[src/rtl/axi_rd_arbiter.sv]
// rtl/axi_rd_arbiter.sv - round-robin AXI4 read front end sharing one AR/R pair across NCH requesters
// One transaction in flight; R beats are steered to the granted channel with zero-cycle pass-through.
module axi_rd_arbiter #(
  parameter int NCH = 2,
  parameter int AW  = 64,
  parameter int DW  = 64,
  parameter int IDW = 4
) (
  input  logic             clk,
  input  logic             rstn,
  input  logic [NCH-1:0]   req_valid,
  output logic [NCH-1:0]   req_ready,
  input  logic [NCH*AW-1:0] req_addr,
  input  logic [NCH*8-1:0] req_len,
  input  logic [NCH*3-1:0] req_size,
  output logic [NCH-1:0]   rsp_valid,
  input  logic [NCH-1:0]   rsp_ready,
  output logic [DW-1:0]    rsp_data,
  output logic [1:0]       rsp_resp,
  output logic             rsp_last,
  output logic [IDW-1:0]   ARID,
  output logic [AW-1:0]    ARADDR,
  output logic [7:0]       ARLEN,
  output logic [2:0]       ARSIZE,
  output logic [1:0]       ARBURST,
  output logic             ARVALID,
  input  logic             ARREADY,
  input  logic [IDW-1:0]   RID,
  input  logic [DW-1:0]    RDATA,
  input  logic [1:0]       RRESP,
  input  logic             RLAST,
  input  logic             RVALID,
  output logic             RREADY,
  output logic             busy,
  output logic             proto_err
);
  localparam int PW = (NCH > 1) ? $clog2(NCH) : 1;

  typedef enum logic [1:0] {IDLE, ADDR, DATA} state_t;

  state_t        state;
  logic [PW-1:0] rr;
  logic [PW-1:0] gid;
  logic [PW-1:0] grant;
  logic          found;
  logic [AW-1:0] addr_sel;
  logic [7:0]    len_sel;
  logic [2:0]    size_sel;
  logic          rready_sel;
  logic [8:0]    beat_cnt;
  logic          r_hs;

  // Lowest-index request overall, then overridden by the lowest index at or above rr (wrap-around search).
  always_comb begin
    grant = '0;
    found = 1'b0;
    for (int i = NCH - 1; i >= 0; i--) begin
      if (req_valid[i]) begin
        grant = PW'(i);
        found = 1'b1;
      end
    end
    for (int i = NCH - 1; i >= 0; i--) begin
      if (req_valid[i] && (PW'(i) >= rr)) grant = PW'(i);
    end
  end

  always_comb begin
    addr_sel   = '0;
    len_sel    = '0;
    size_sel   = '0;
    rready_sel = 1'b0;
    req_ready  = '0;
    rsp_valid  = '0;
    for (int i = 0; i < NCH; i++) begin
      if (grant == PW'(i)) begin
        addr_sel = req_addr[i*AW +: AW];
        len_sel  = req_len[i*8 +: 8];
        size_sel = req_size[i*3 +: 3];
      end
      if (gid == PW'(i)) rready_sel = rsp_ready[i];
      req_ready[i] = (state == IDLE) && found && (grant == PW'(i));
      rsp_valid[i] = (state == DATA) && RVALID && (gid == PW'(i));
    end
  end

  assign RREADY   = (state == DATA) && rready_sel;
  assign r_hs     = RVALID && RREADY;
  assign rsp_data = RDATA;
  assign rsp_resp = RRESP;
  assign rsp_last = RLAST;
  assign ARBURST  = 2'b01;
  assign busy     = (state != IDLE);

  always_ff @(posedge clk or negedge rstn) begin
    if (!rstn) begin
      state     <= IDLE;
      rr        <= '0;
      gid       <= '0;
      ARID      <= '0;
      ARADDR    <= '0;
      ARLEN     <= '0;
      ARSIZE    <= '0;
      ARVALID   <= 1'b0;
      beat_cnt  <= '0;
      proto_err <= 1'b0;
    end else begin
      case (state)
        IDLE: begin
          if (found) begin
            gid      <= grant;
            ARID     <= IDW'(grant);
            ARADDR   <= addr_sel;
            ARLEN    <= len_sel;
            ARSIZE   <= size_sel;
            ARVALID  <= 1'b1;
            beat_cnt <= '0;
            rr       <= (grant == PW'(NCH - 1)) ? '0 : grant + PW'(1);
            state    <= ADDR;
          end
        end
        ADDR: begin
          if (ARREADY) begin
            ARVALID <= 1'b0;
            state   <= DATA;
          end
        end
        DATA: begin
          if (r_hs) begin
            beat_cnt <= beat_cnt + 9'd1;
            // ARID/ARLEN still hold this transaction's id and length, so they double as the check reference.
            if ((RID != ARID) ||
                (RLAST && (beat_cnt != {1'b0, ARLEN})) ||
                (!RLAST && (beat_cnt == {1'b0, ARLEN})))
              proto_err <= 1'b1;
            if (RLAST) state <= IDLE;
          end
        end
        default: state <= IDLE;
      endcase
    end
  end
endmodule

[config.mk]
export PLATFORM = sky130hd
export DESIGN_NAME = axi_rd_arbiter
export DESIGN_NICKNAME = d
export VERILOG_FILES = /design/src/rtl/axi_rd_arbiter.sv
export SDC_FILE = /design/constraint.sdc
export NUM_CORES = 1
export LEC_CHECK = 0
export ABC_AREA = 1
export CAP_MARGIN = 20
export CORE_AREA = 2 2 151 153
export DETAILED_ROUTE_END_ITERATION = 12
export DIE_AREA = 0 0 153 155
export GPL_TIMING_DRIVEN = 0
export PLACE_DENSITY = 0.66
export RECOVER_POWER = 50
export SLEW_MARGIN = 10
export SYNTH_ARGS = -nofsm -noshare
export SYNTH_HDL_FRONTEND = slang
export SYNTH_SLANG_ARGS = --single-unit
[constraint.sdc]
create_clock -name clk -period 2.9 [get_ports clk]
set_input_delay 0.29 -clock clk [delete_from_list [all_inputs] [get_ports clk]]
set_output_delay 0.29 -clock clk [all_outputs]
set_load 0.02 [all_outputs]
Word-level counts from Yosys, hierarchy flattened --
Cells that the tools add are included.
Storage, ports and cells: bits in registers 90, bits in latches 0, memory bits (writable) 0, bits in read-only memories 0, bits of input ports 229, output and inout port bits 156, logic and storage cells 69, memories kept 0
Operators by class: add/subtract/negate cells 2, $mul 0, divide/modulo/power cells 0, order comparisons 2, equality and inequality tests 9, shifts and indexed selects 0, mux-type cells 21, bitwise logic cells 2, reduce and logical (&&, ||, !) cells 24
Operators by type and width (count):
- two-way mux 64 bit | 1
- two-way mux 9 bit | 2
- one-hot mux 9 bit (2 select lines) | 1
- logical AND 1 bit | 12
- adder 9 x 1 -> 9 bit, second input constant | 1
- == test 9 x 8 -> 1 bit | 1
- two-way mux 1 bit | 9
- inequality test 9 x 8 -> 1 bit | 1
- AND reduction 3 bit | 3
- two-way mux 2 bit | 4
- two-way mux 8 bit | 1
- inequality test 2 bit, second input constant | 4
- one-hot mux 2 bit (3 select lines) | 1
- nonzero test 2 bit | 3
- inequality test 4 x 1 -> 1 bit | 1
- AND reduction 4 bit | 1
- two-way mux 3 bit | 1
- == test 2 x 1 -> 1 bit, second input constant | 1
- == test 2 bit, second input constant | 1
- >= comparator 1 bit, first input constant | 2
- logical NOT 2 bit | 1
- logical OR 1 bit | 2
- inverter 1 bit | 2
- one-hot mux 1 bit (2 select lines) | 1
- 3 further kinds | 3

Logic depth before layout (Yosys ltp) --
depth in word-level cells 6, depth in mapped cells 11

Worst setup path before layout --
OpenSTA, ideal clock, no wires.
path kind flip-flop to flip-flop, start point reg ARID[0] (netlist name), end point reg beat_cnt[3], data arrival time 1.316 ns, required time 2.776 ns, setup slack 1.460 ns, stages on the path, launching flop included 9, buffers on the path 0, period minus slack after synthesis 1.440 ns, cells stage by stage dfrtp_1 > inv_1 > nand2_1 > a21oi_2 > nand2_2 > nand2_4 > nand2_1 > o21ai_0 > a21oi_1
RTL lines:
- to (signal assigned) | line 130 | beat_cnt <= beat_cnt + 9'd1;
- to (decl) | line 50 | logic [8:0] beat_cnt;

Final worst setup path --
start point reg state[1], end point out req_ready[0]
Between the ends: word-level cells in the longest chain between the ends 3
Ends and longest elaborated chain:
- from (decl) | line 41 | state_t state;
- from (signal assigned) | line 97 | state <= IDLE;
- from (signal assigned) | line 119 | state <= ADDR;
- from (signal assigned) | line 125 | state <= DATA;
- logical NOT 2 bit | line 82 | req_ready[i] = (state == IDLE) && found && (grant == PW'(i));
- logical AND 1 bit (2 in series) | line 82
- to (decl) | line 12 | output logic [NCH-1:0] req_ready,
Every way passes these cells.

==> impl_results.md <==
- Post-synthesis compound-gate area fraction: 0.0284
- Met3 Track Usage GR: 0.0457
- Mean Syn Cell Area: 7.86 um2
- Main combinational cell family by area after synthesis: simple AND/OR/NAND/NOR gates
- Final setup viols: 0
- Routed length per instance: 14.4 um
- Slew at the pin closest to its max-slew limit: about 2 ns
- Share of cells above drive strength 1: 0.124
- Placed inst area: around 0.0084 mm2
- Peak supply drop: 0.000334 V
- Post-Syn Instances: 617
- GRT Total Usage: 0.145
- M2 GR Usage: 0.259
- Antenna violations before repair: 0
- GP Congestion: 0.757
- Hold WS: 0.483 ns
- Failing checks: max-capacitance violations, max-slew violations
- Max Slew Vio Count: 34
- Gate power share: 0.544
- Cell taking the most area after synthesis: dfrtp_1
- Rows: 55
- First-pass GRT wire length: 27000 um
- DR vias: 5059
- Area contributors post-synth: dfrtp_1, nand2_1, buf_4
- Vias per cell: just over 4
- Xor and xnor area share after synthesis: 0.00722
- Clock share of power: 0.169
- Hpwl dp: between 10000 and 15000 um
- Seq/Total Area, Yosys: 0.464
- Min Tclk post-route: 2.43 ns
- DRC Markers: 0
- CTS buffer count: 9
- Worst path slowest cell: clkdlybuf4s50_1
- Ports: 385
- Worst Clk Skew: 0.00966 ns
- Post-Synthesis Cell Area: 0.00485 mm2
- GRT overflow: 0
- First drt pass iteration count: 4
- Area share of the largest cell type after synthesis: 0.464
- Crit-path max cell delay: approximately 0.65 ns
- H-tree depth: 3
- Die Span Y: 155 um
- RSZ-0062 raised after global routing: false
- Worst-path clk slew: 0.06 ns
- Post-synth EDFFs: 0
- CP startpoint kind: flip-flop
- Final period util: 0.839
- Simple-gate share of the synthesized area: 0.319
- Port bufs: 313
- Post-route ant nets: 0
- Final instance area: 0.00867 mm2
- Final core utilization: 0.390
- Int Pwr: between 4000 and 5000 uW
- Syn-to-layout area delta: 78.8%
- Final WS setup: 0.466 ns
- TritonCTS Sinks: 90
- Core area: 0.0222 mm2
- Layout net count: 1176
- P_sw: 3130 uW
- TritonCTS clock tree: built
- Power density over the cells: between 800 and 900 mW/mm2
- Root buffer cell: clkbuf_16
- Synth warnings: 0
- Final hold violations: 0
- Pleak: 0.00395 uW
- Delay-heaviest family, CP: buffers and inverters
- Switching Share: 0.411
- Buf/Inv on CP: 4
- Most used routing layer: met2
- Clock buffer depth: 2
- Setup_tns: 0 ns
- First DRT Iteration DRCs: 238
- Ant diodes: 0
- Met1 Use GR: 0.168
- Die ar.: 0.0237 mm2
- #FFs+latches synth: 90
- Die X: 153 um
- HP Class: reg -> reg
- Status: finished with violations
- Critical path cell sequence: inv_1 -> nand2_1 -> nor2_4 -> nand2_1 -> inv_2 -> buf_2 -> clkdlybuf4s50_1
- Post-Synth Adder-Cell Area: 0.00258
- Ys async rst share: 1.00
- Sequential share of power: 0.286
- Fmax: 411 MHz
- Number of global-route vias before repair: 4985
- Library cells used by synthesis: 31
- Aggregate routed wire length: 17800 um
- Crit Path Max Fanout: 10
- Slew HR: -0.363
- Critical Path End Type: output pin
- Top FF cell, synth: dfrtp_1
- Clk Latency, worst-skew pair: 0.35 ns
- Pin count of the biggest net entering global routing: 58
- Worst EP required: 2.61 ns
- Initial Utilization: 0.218
- Worst Setup Slack post-DPL: approximately 0.57 ns
- Cell with the most instances on the worst path: nand2_1
- Arr. time, crit path: 2.14 ns
- Crit path kind: reg -> out
- Max-cap violations: 1
- Mux cell area share after synthesis: 0
## worst paths after layout
check                           cells after the start      endpoint  slack (ns)  startpoint
worst min register to register                      2       ARVALID        0.48     ARVALID
worst min-delay path                                2       ARVALID        0.48     ARVALID
worst max register to register                      9    ARADDR[37]        0.56    state[1]
min in group asynchronous                           2     proto_err        1.06        rstn
worst max-delay path                                7  req_ready[0]        0.47    state[1]
max in group asynchronous                           2    ARADDR[19]        0.66        rstn
## Yosys cell counts (4+ instances only)
library cell / count
xor2_1: 4
buf_6: 8
o211ai_1: 6
o21ai_0: 8
buf_2: 9
dfrtp_1: 90
nand2_1: 260
buf_4: 79
nand4_1: 5
nor2_1: 10
nand3_1: 79
inv_1: 27
## tightest hold or removal path: cells and delay by family, from the launching register on
kind | cells | cell delay (ns)
flip-flops | 1 | 0.35
AND/OR/NAND/NOR | 2 | 0.10
## routing by layer
| layer | vias to the layer above | wire length [um] |
|---|---|---|
| met5 | - | 0 |
| met4 | 0 | 229 |
| met3 | 14 | 1330 |
| met2 | 205 | 8880 |
| met1 | 2319 | 7390 |
| li1 | 2521 | - |
## stage by stage
stage / power, uW / instances
final: 7600 / 1236
after global routing: 8130 / 1236
after CTS: 7800 / 1236
after detailed placement: 6460 / 1219
after global placement: 6400 / 1218
after floorplan: 4390 / 620
## registers in the layout, summed over array words and instances (netlist names)
signal / count
ARVALID: 1
proto_err: 1
state: 2
beat_cnt: 9
ARADDR: 64
ARSIZE: 3
rr: 1
ARLEN: 8
ARID: 1
## power groups by stage
stage | Clock (uW) | Combinational (uW) | Sequential (uW)
global placement | 0 | 4210 | 2190
CTS | 1340 | 4270 | 2190
floorplan | 0 | 1600 | 2790
detailed placement | 0 | 4260 | 2200
finish | 1290 | 4140 | 2180
global route | 1380 | 4490 | 2260
## what timing repair did
item	in CTS	in global routing
gates resized for setup	0	0
endpoints found under the hold margin	33	0
buffers inserted	0	0
hold buffers	1	0
## final cells by class
cell class	instances	area (um2)
flip-flops and latches	90	2250
clock buffers	12	236
repair buffers	315	3160
fillers	2275	13600
well taps	285	357
plain buffers	99	723
multi-input cells	400	1740
clock inverters	4	76.3
inverters	31	119
## kinds of logic after synthesis
kind of cell	count (synthesis)
adders and majority gates	1
and+or+nand+nor	368
AOI/OAI and AO/OA	22
DFF	90
other	2
xor gates and xnor gates	4
buffers and inverters	130
## cell usage in the layout, fill, tap and decap left out, types with 2 or more instances in the layout
cell and instances:
nand2_1 261, dfrtp_1 90, inv_1 28, a21oi_1 3, dlygate4sd3_1 67, a21oi_2 2
nand4_1 5, bufinv_16 2, xor2_1 4, clkbuf_1 10, clkdlybuf4s50_1 246, buf_2 8
conb_1 5, o21ai_0 8, nor2_4 2, buf_4 79, and3_1 3, buf_6 6
nor3_1 2, inv_2 2, nand3_1 79, clkbuf_16 9, o211ai_1 6, nor2_1 10
Power figures use the tool's default switching activity.
